## src/rtl/ras_ckpt.sv

```systemverilog
// Speculative return address stack with in-order branch checkpoints.
// A mispredict rolls back tos, the top entry and occupancy in one cycle.
module ras_ckpt #(
    parameter int unsigned ADDR_W     = 32,
    parameter int unsigned DEPTH      = 8,
    parameter int unsigned CKPT_DEPTH = 4
) (
    input  logic                          clk,
    input  logic                          rst,
    input  logic                          push,
    input  logic                          pop,
    input  logic [ADDR_W-1:0]             new_addr,
    output logic [ADDR_W-1:0]             addr,
    output logic                          valid,
    output logic [$clog2(DEPTH):0]        count,
    input  logic                          ckpt_req,
    output logic [$clog2(CKPT_DEPTH)-1:0] ckpt_id,
    output logic                          ckpt_full,
    input  logic                          ckpt_release,
    input  logic                          restore,
    input  logic [$clog2(CKPT_DEPTH)-1:0] restore_id
);

    localparam int unsigned PW = $clog2(DEPTH);
    localparam int unsigned CW = $clog2(CKPT_DEPTH);

    logic [ADDR_W-1:0] ram_q [DEPTH];
    logic [PW-1:0]     tos_q, tos_d;
    logic [PW:0]       cnt_q, cnt_d;

    logic [PW-1:0]     ck_tos_q  [CKPT_DEPTH];
    logic [ADDR_W-1:0] ck_addr_q [CKPT_DEPTH];
    logic [PW:0]       ck_cnt_q  [CKPT_DEPTH];
    logic [CW-1:0]     head_q, head_d, tail_q, tail_d;
    logic [CW:0]       live_q, live_d;

    logic              wr_en;
    logic [PW-1:0]     wr_idx;
    logic [ADDR_W-1:0] wr_data;
    logic              alloc, rel, full;

    assign full      = (live_q == (CW+1)'(CKPT_DEPTH));
    assign valid     = (cnt_q != '0);
    assign addr      = valid ? ram_q[tos_q] : '0;
    assign count     = cnt_q;
    assign ckpt_id   = tail_q;
    assign ckpt_full = full;

    always_comb begin
        tos_d   = tos_q;
        cnt_d   = cnt_q;
        head_d  = head_q;
        tail_d  = tail_q;
        live_d  = live_q;
        wr_en   = 1'b0;
        wr_idx  = tos_q;
        wr_data = new_addr;
        rel     = ckpt_release && (live_q != '0);
        alloc   = 1'b0;

        if (restore) begin
            tos_d   = ck_tos_q[restore_id];
            cnt_d   = ck_cnt_q[restore_id];
            wr_en   = 1'b1;
            wr_idx  = ck_tos_q[restore_id];
            wr_data = ck_addr_q[restore_id];
            head_d  = rel ? head_q + CW'(1) : head_q;
            // Releasing the very checkpoint being restored empties the FIFO past it.
            if (rel && (restore_id == head_q)) begin
                tail_d = head_q + CW'(1);
                live_d = '0;
            end else begin
                tail_d = restore_id;
                live_d = {1'b0, restore_id - head_d};
            end
        end else begin
            case ({push, pop})
                2'b10: begin
                    tos_d  = tos_q + PW'(1);
                    wr_en  = 1'b1;
                    wr_idx = tos_q + PW'(1);
                    if (cnt_q != (PW+1)'(DEPTH)) cnt_d = cnt_q + (PW+1)'(1);
                end
                2'b01: begin
                    if (cnt_q != '0) begin
                        tos_d = tos_q - PW'(1);
                        cnt_d = cnt_q - (PW+1)'(1);
                    end
                end
                2'b11: begin
                    wr_en  = 1'b1;
                    wr_idx = tos_q;
                    if (cnt_q == '0) cnt_d = (PW+1)'(1);
                end
                default: ;
            endcase

            alloc  = ckpt_req && !full;
            head_d = rel ? head_q + CW'(1) : head_q;
            tail_d = alloc ? tail_q + CW'(1) : tail_q;
            if (alloc && !rel)      live_d = live_q + (CW+1)'(1);
            else if (rel && !alloc) live_d = live_q - (CW+1)'(1);
        end
    end

    always_ff @(posedge clk) begin
        if (rst) begin
            tos_q  <= '0;
            cnt_q  <= '0;
            head_q <= '0;
            tail_q <= '0;
            live_q <= '0;
        end else begin
            tos_q  <= tos_d;
            cnt_q  <= cnt_d;
            head_q <= head_d;
            tail_q <= tail_d;
            live_q <= live_d;
        end
    end

    // Storage is never cleared; stale contents stay hidden behind valid.
    always_ff @(posedge clk) begin
        if (!rst && wr_en) ram_q[wr_idx] <= wr_data;
        if (!rst && alloc) begin
            ck_tos_q[tail_q]  <= tos_q;
            ck_addr_q[tail_q] <= ram_q[tos_q];
            ck_cnt_q[tail_q]  <= cnt_q;
        end
    end

endmodule

```

## config.mk

```make
export PLATFORM = sky130hd
export DESIGN_NAME = ras_ckpt
export DESIGN_NICKNAME = d
export VERILOG_FILES = /design/src/rtl/ras_ckpt.sv
export SDC_FILE = /design/constraint.sdc
export NUM_CORES = 1
export LEC_CHECK = 0
export ABC_AREA = 1
export ABC_CLOCK_PERIOD_IN_PS = 5060
export CAP_MARGIN = 20
export CORE_UTILIZATION = 60
export DETAILED_ROUTE_END_ITERATION = 6
export PLACE_DENSITY = 0.79
export SYNTH_ARGS = -nofsm -noshare
export SYNTH_HDL_FRONTEND = slang
export SYNTH_SLANG_ARGS = --single-unit
export TNS_END_PERCENT = 10
```

## constraint.sdc

```tcl
create_clock -name clk -period 5.06 [get_ports clk]
set_input_delay 1.518 -clock clk [delete_from_list [all_inputs] [get_ports clk]]
set_output_delay 1.518 -clock clk [all_outputs]
set_load 0.005 [all_outputs]
```

==> flow_metrics.py <==
metrics = {
    "clocking": {
        "cts_tree": "built",
        "cts_post_setup_buffers_inserted": 0,
        "clock_path_buffers": 3,
        "cts_num_sinks": 429,
        "post_cts.resized_instances": 0,
        "clk_latency_ps": 540,
        "clockRootBuffer": "sky130_fd_sc_hd__clkbuf_16",
        "holdBufCountCts": 0,
        "htree_levels": 2,
        "cts.clk_slew.worst_paths_ps": 60,
        "tritoncts.num_buffers": 42,
    },
    "min_path": {
        "hold_class": "reg -> reg",
        "hold_start": "live_q[2]",
        "worstHoldPathCells": 2,
    },
    "finish": {
        "mostFrequentLayoutCells": "sky130_fd_sc_hd__edfxtp_1, sky130_fd_sc_hd__nor2_1, sky130_fd_sc_hd__o21ai_0",
        "final_net_count": 1606,
        "synthToLayoutAreaGrowth_pct": 13.9,
        "most_common_library_cell_in_the_layout_ignoring_fill_and_taps": "sky130_fd_sc_hd__edfxtp_1",
        "post_route_cells_drive_above_1_share": 0.0809,
        "antennaDiodeCount": 0,
    },
    "yosys": {
        "syn_nets": 1535,
        "synth-seq-area-share": 0.720,
        "syn_inst": 1481,
        "mappedNetlistArea_um2": 17600,
        "mean_cell_area_of_the_mapped_netlist_um2": 11.9,
        "ys_ff_latch": 429,
        "synth.distinct_cells": 35,
        "yosys_warnings": 0,
    },
    "detailed_routing": {
        "first_iter_violations": 1388,
        "finalWirelength_mm": 41.8,
        "avgRoutedWirePerCell_um": 21.3,
        "drc_errors": 0,
        "dr_total_vias": 12000,
        "vias_per_cell": 6.11,
        "final_antenna_net_count": 0,
        "detail_route.first_pass.iterations": 6,
    },
    "setup_path": {
        "timing.critical_path.from_type": "flop",
        "cp.required_ps": 3540,
        "slowest_delay_ps": 840,
        "path_cells": "buf_4 > o21ai_0 > o22ai_1 > nand2_1 > a21oi_1 > clkdlybuf4s50_1",
        "timing.critical_path.fanout_max": 64,
        "worstReg2RegStart": "tos_q[0]",
        "crit_path_end_kind": "output pin",
        "crit_slowest_cell": "sky130_fd_sc_hd__dfxtp_4",
        "worst-endpoint-arrival_ps": 3330,
        "worst-r2r-cell-count": 8,
        "type_of_the_worst_setup_path": "reg -> out",
    },
    "global_routing": {
        "antenna_found_initial": 0,
        "number_of_global_route_vias_before_repair": 11900,
        "wire_length_of_the_first_global_routing_pass_mm": 64.3,
        "grt_max_degree": 71,
        "grt-ovfl-total": 0,
        "grt.total_usage": 0.280,
    },
    "power_and_ir_drop": {
        "power.static_leakage_nw": 6.92,
        "power.density_nw_per_um2": 407,
        "post-layout-total-power_mw": 8.19,
        "ir_worst_vdd_uv": 283,
    },
    "timing": {
        "hold_viol": 0,
        "slew-limit-headroom": 0.379,
        "setup_viol_count_final": 0,
        "setup_total_negative_slack_ps": 0,
        "final_period_minus_worst_setup_slack_ps": 4840,
        "postLayoutSetupSlackWorst_ps": 217,
        "clock-skew-final_ps": 15.1,
        "clock.fmax_mhz": 206,
        "fin_crit_sh": 0.957,
        "grt_setup_unrepaired": "no",
        "slew_viols_final": 0,
        "worst_slew_pin_slew_ps": 930,
    },
    "job": {
        "max_cap_violations": 0,
    },
    "place": {
        "gp_routability_congestion": 0.823,
        "post-dp-hpwl_mm": 23.2,
        "port_buffers": 80,
        "place_ws_ps": 636,
    },
    "floorplanning": {
        "die_width_um": 174,
        "die_height_um": 174,
        "floorplan.io_pins": 81,
        "core_um2": 28900,
        "placement_rows": 62,
        "floorplan.die_area_um2": 30100,
        "initial_utilization": 0.612,
    },
    "run_status": {
        "run_status": "finished, final reports clean",
    },
}
-- area by class of cell --
cell class / count / area (µm²)
sequential: 429 / 12700
timing repair buffer: 115 / 1110
multi-input combinational: 923 / 4380
tap: 384 / 480
fill: 1928 / 8750
clock buffer: 49 / 1090
clock inverter: 25 / 175
inverter: 41 / 159
-- path summary, 6_finish.rpt --
| kind | end | slack [ps] |
|---|---|---|
| worst max-delay path | addr[14] | 220 |
| worst min-delay path | live_q[2] | 520 |
| worst max register to register | ram_q[4][2] | 2330 |
| worst min register to register | live_q[2] | 520 |
-- cell usage after synthesis --
master / instances / area (µm²)
sky130_fd_sc_hd__o21ai_2: 1 / 8.76
sky130_fd_sc_hd__nor3b_1: 1 / 7.51
sky130_fd_sc_hd__ha_1: 12 / 150
sky130_fd_sc_hd__nand3b_1: 1 / 7.51
sky130_fd_sc_hd__xnor2_1: 4 / 35.0
sky130_fd_sc_hd__nor2_2: 3 / 18.8
sky130_fd_sc_hd__clkbuf_2: 4 / 20.0
sky130_fd_sc_hd__edfxtp_1: 412 / 12400
sky130_fd_sc_hd__nand3_2: 1 / 10.0
sky130_fd_sc_hd__or2_2: 1 / 6.26
sky130_fd_sc_hd__buf_1: 8 / 30.0
sky130_fd_sc_hd__o21ai_0: 183 / 916
sky130_fd_sc_hd__nand2_1: 165 / 619
sky130_fd_sc_hd__o22ai_1: 67 / 419
sky130_fd_sc_hd__nand3_1: 24 / 120
sky130_fd_sc_hd__buf_4: 13 / 97.6
sky130_fd_sc_hd__a31oi_1: 33 / 206
sky130_fd_sc_hd__buf_6: 8 / 90.1
sky130_fd_sc_hd__clkbuf_1: 28 / 105
sky130_fd_sc_hd__inv_2: 5 / 18.8
sky130_fd_sc_hd__nand4_1: 2 / 12.5
sky130_fd_sc_hd__buf_8: 1 / 15.0
sky130_fd_sc_hd__nand2_2: 4 / 25.0
sky130_fd_sc_hd__buf_2: 26 / 130
sky130_fd_sc_hd__xor2_1: 4 / 35.0
sky130_fd_sc_hd__a21oi_1: 48 / 240
sky130_fd_sc_hd__o31ai_1: 1 / 7.51
sky130_fd_sc_hd__dfxtp_1: 17 / 340
sky130_fd_sc_hd__nor2_1: 332 / 1250
sky130_fd_sc_hd__o21ai_1: 33 / 165
sky130_fd_sc_hd__inv_1: 34 / 128
sky130_fd_sc_hd__fa_1: 1 / 20.0
sky130_fd_sc_hd__and3_1: 1 / 6.26
sky130_fd_sc_hd__a21o_1: 1 / 7.51
sky130_fd_sc_hd__inv_4: 2 / 12.5
-- where the power goes --
| group | switching, mW | internal, mW | leakage [nW] | total (mW) |
|---|---|---|---|---|
| Combinational | 0.729 | 0.388 | 2.42 | 1.12 |
| Sequential | 0.0687 | 4.11 | 3.87 | 4.18 |
| Clock | 1.26 | 1.64 | 0.632 | 2.90 |
-- routing by layer --
metal / GRT usage / wire, µm / vias to the layer above
met2: 0.473 / 20600 / 670
met4: 0.0903 / 981 / 0
met1: 0.375 / 16500 / 5816
met3: 0.0414 / 3740 / 86
met5: 0 / 0 / -
li1: - / - / 5439
-- cell families (layout without fill, tap and decap cells) --
| family | after synthesis | after routing | synth area share |
|---|---|---|---|
| buffers and inverters | 129 | 230 | 0.0367 |
| AOI/OAI and AO/OA | 367 | 367 | 0.112 |
| DFF | 429 | 429 | 0.720 |
| adders and majority gates | 13 | 13 | 0.00964 |
| and+or+nand+nor | 535 | 535 | 0.118 |
| xor gates and xnor gates | 8 | 8 | 0.00397 |
-- critical path, delay by kind of cell (launching register included) --
kind | cells | cell delay [ps]
simple gates | 1 | 130
flops | 1 | 840
compound gates | 3 | 800
buf+inv | 2 | 990
-- state kept, by name (all words and copies together), names as in the netlist, named ones only --
register	flops
ck_addr_q	128
head_q	2
live_q	3
ck_tos_q	12
ram_q	256
ckpt_id	2
ck_cnt_q	16
tos_q	3
count	4
-- metrics by stage --
step / util / instances / hold WS [ps] / instance area [µm²]
floorplan: - / 1481 / 481 / 17600
global placement: 0.653 / 1892 / 496 / 18800
detailed placement: 0.653 / 1892 / 511 / 18800
CTS: 0.697 / 1966 / 521 / 20100
global route: 0.697 / 1966 / 550 / 20100
finish: 0.697 / 1966 / 519 / 20100
No activity file was read; power rests on OpenSTA's default activity.
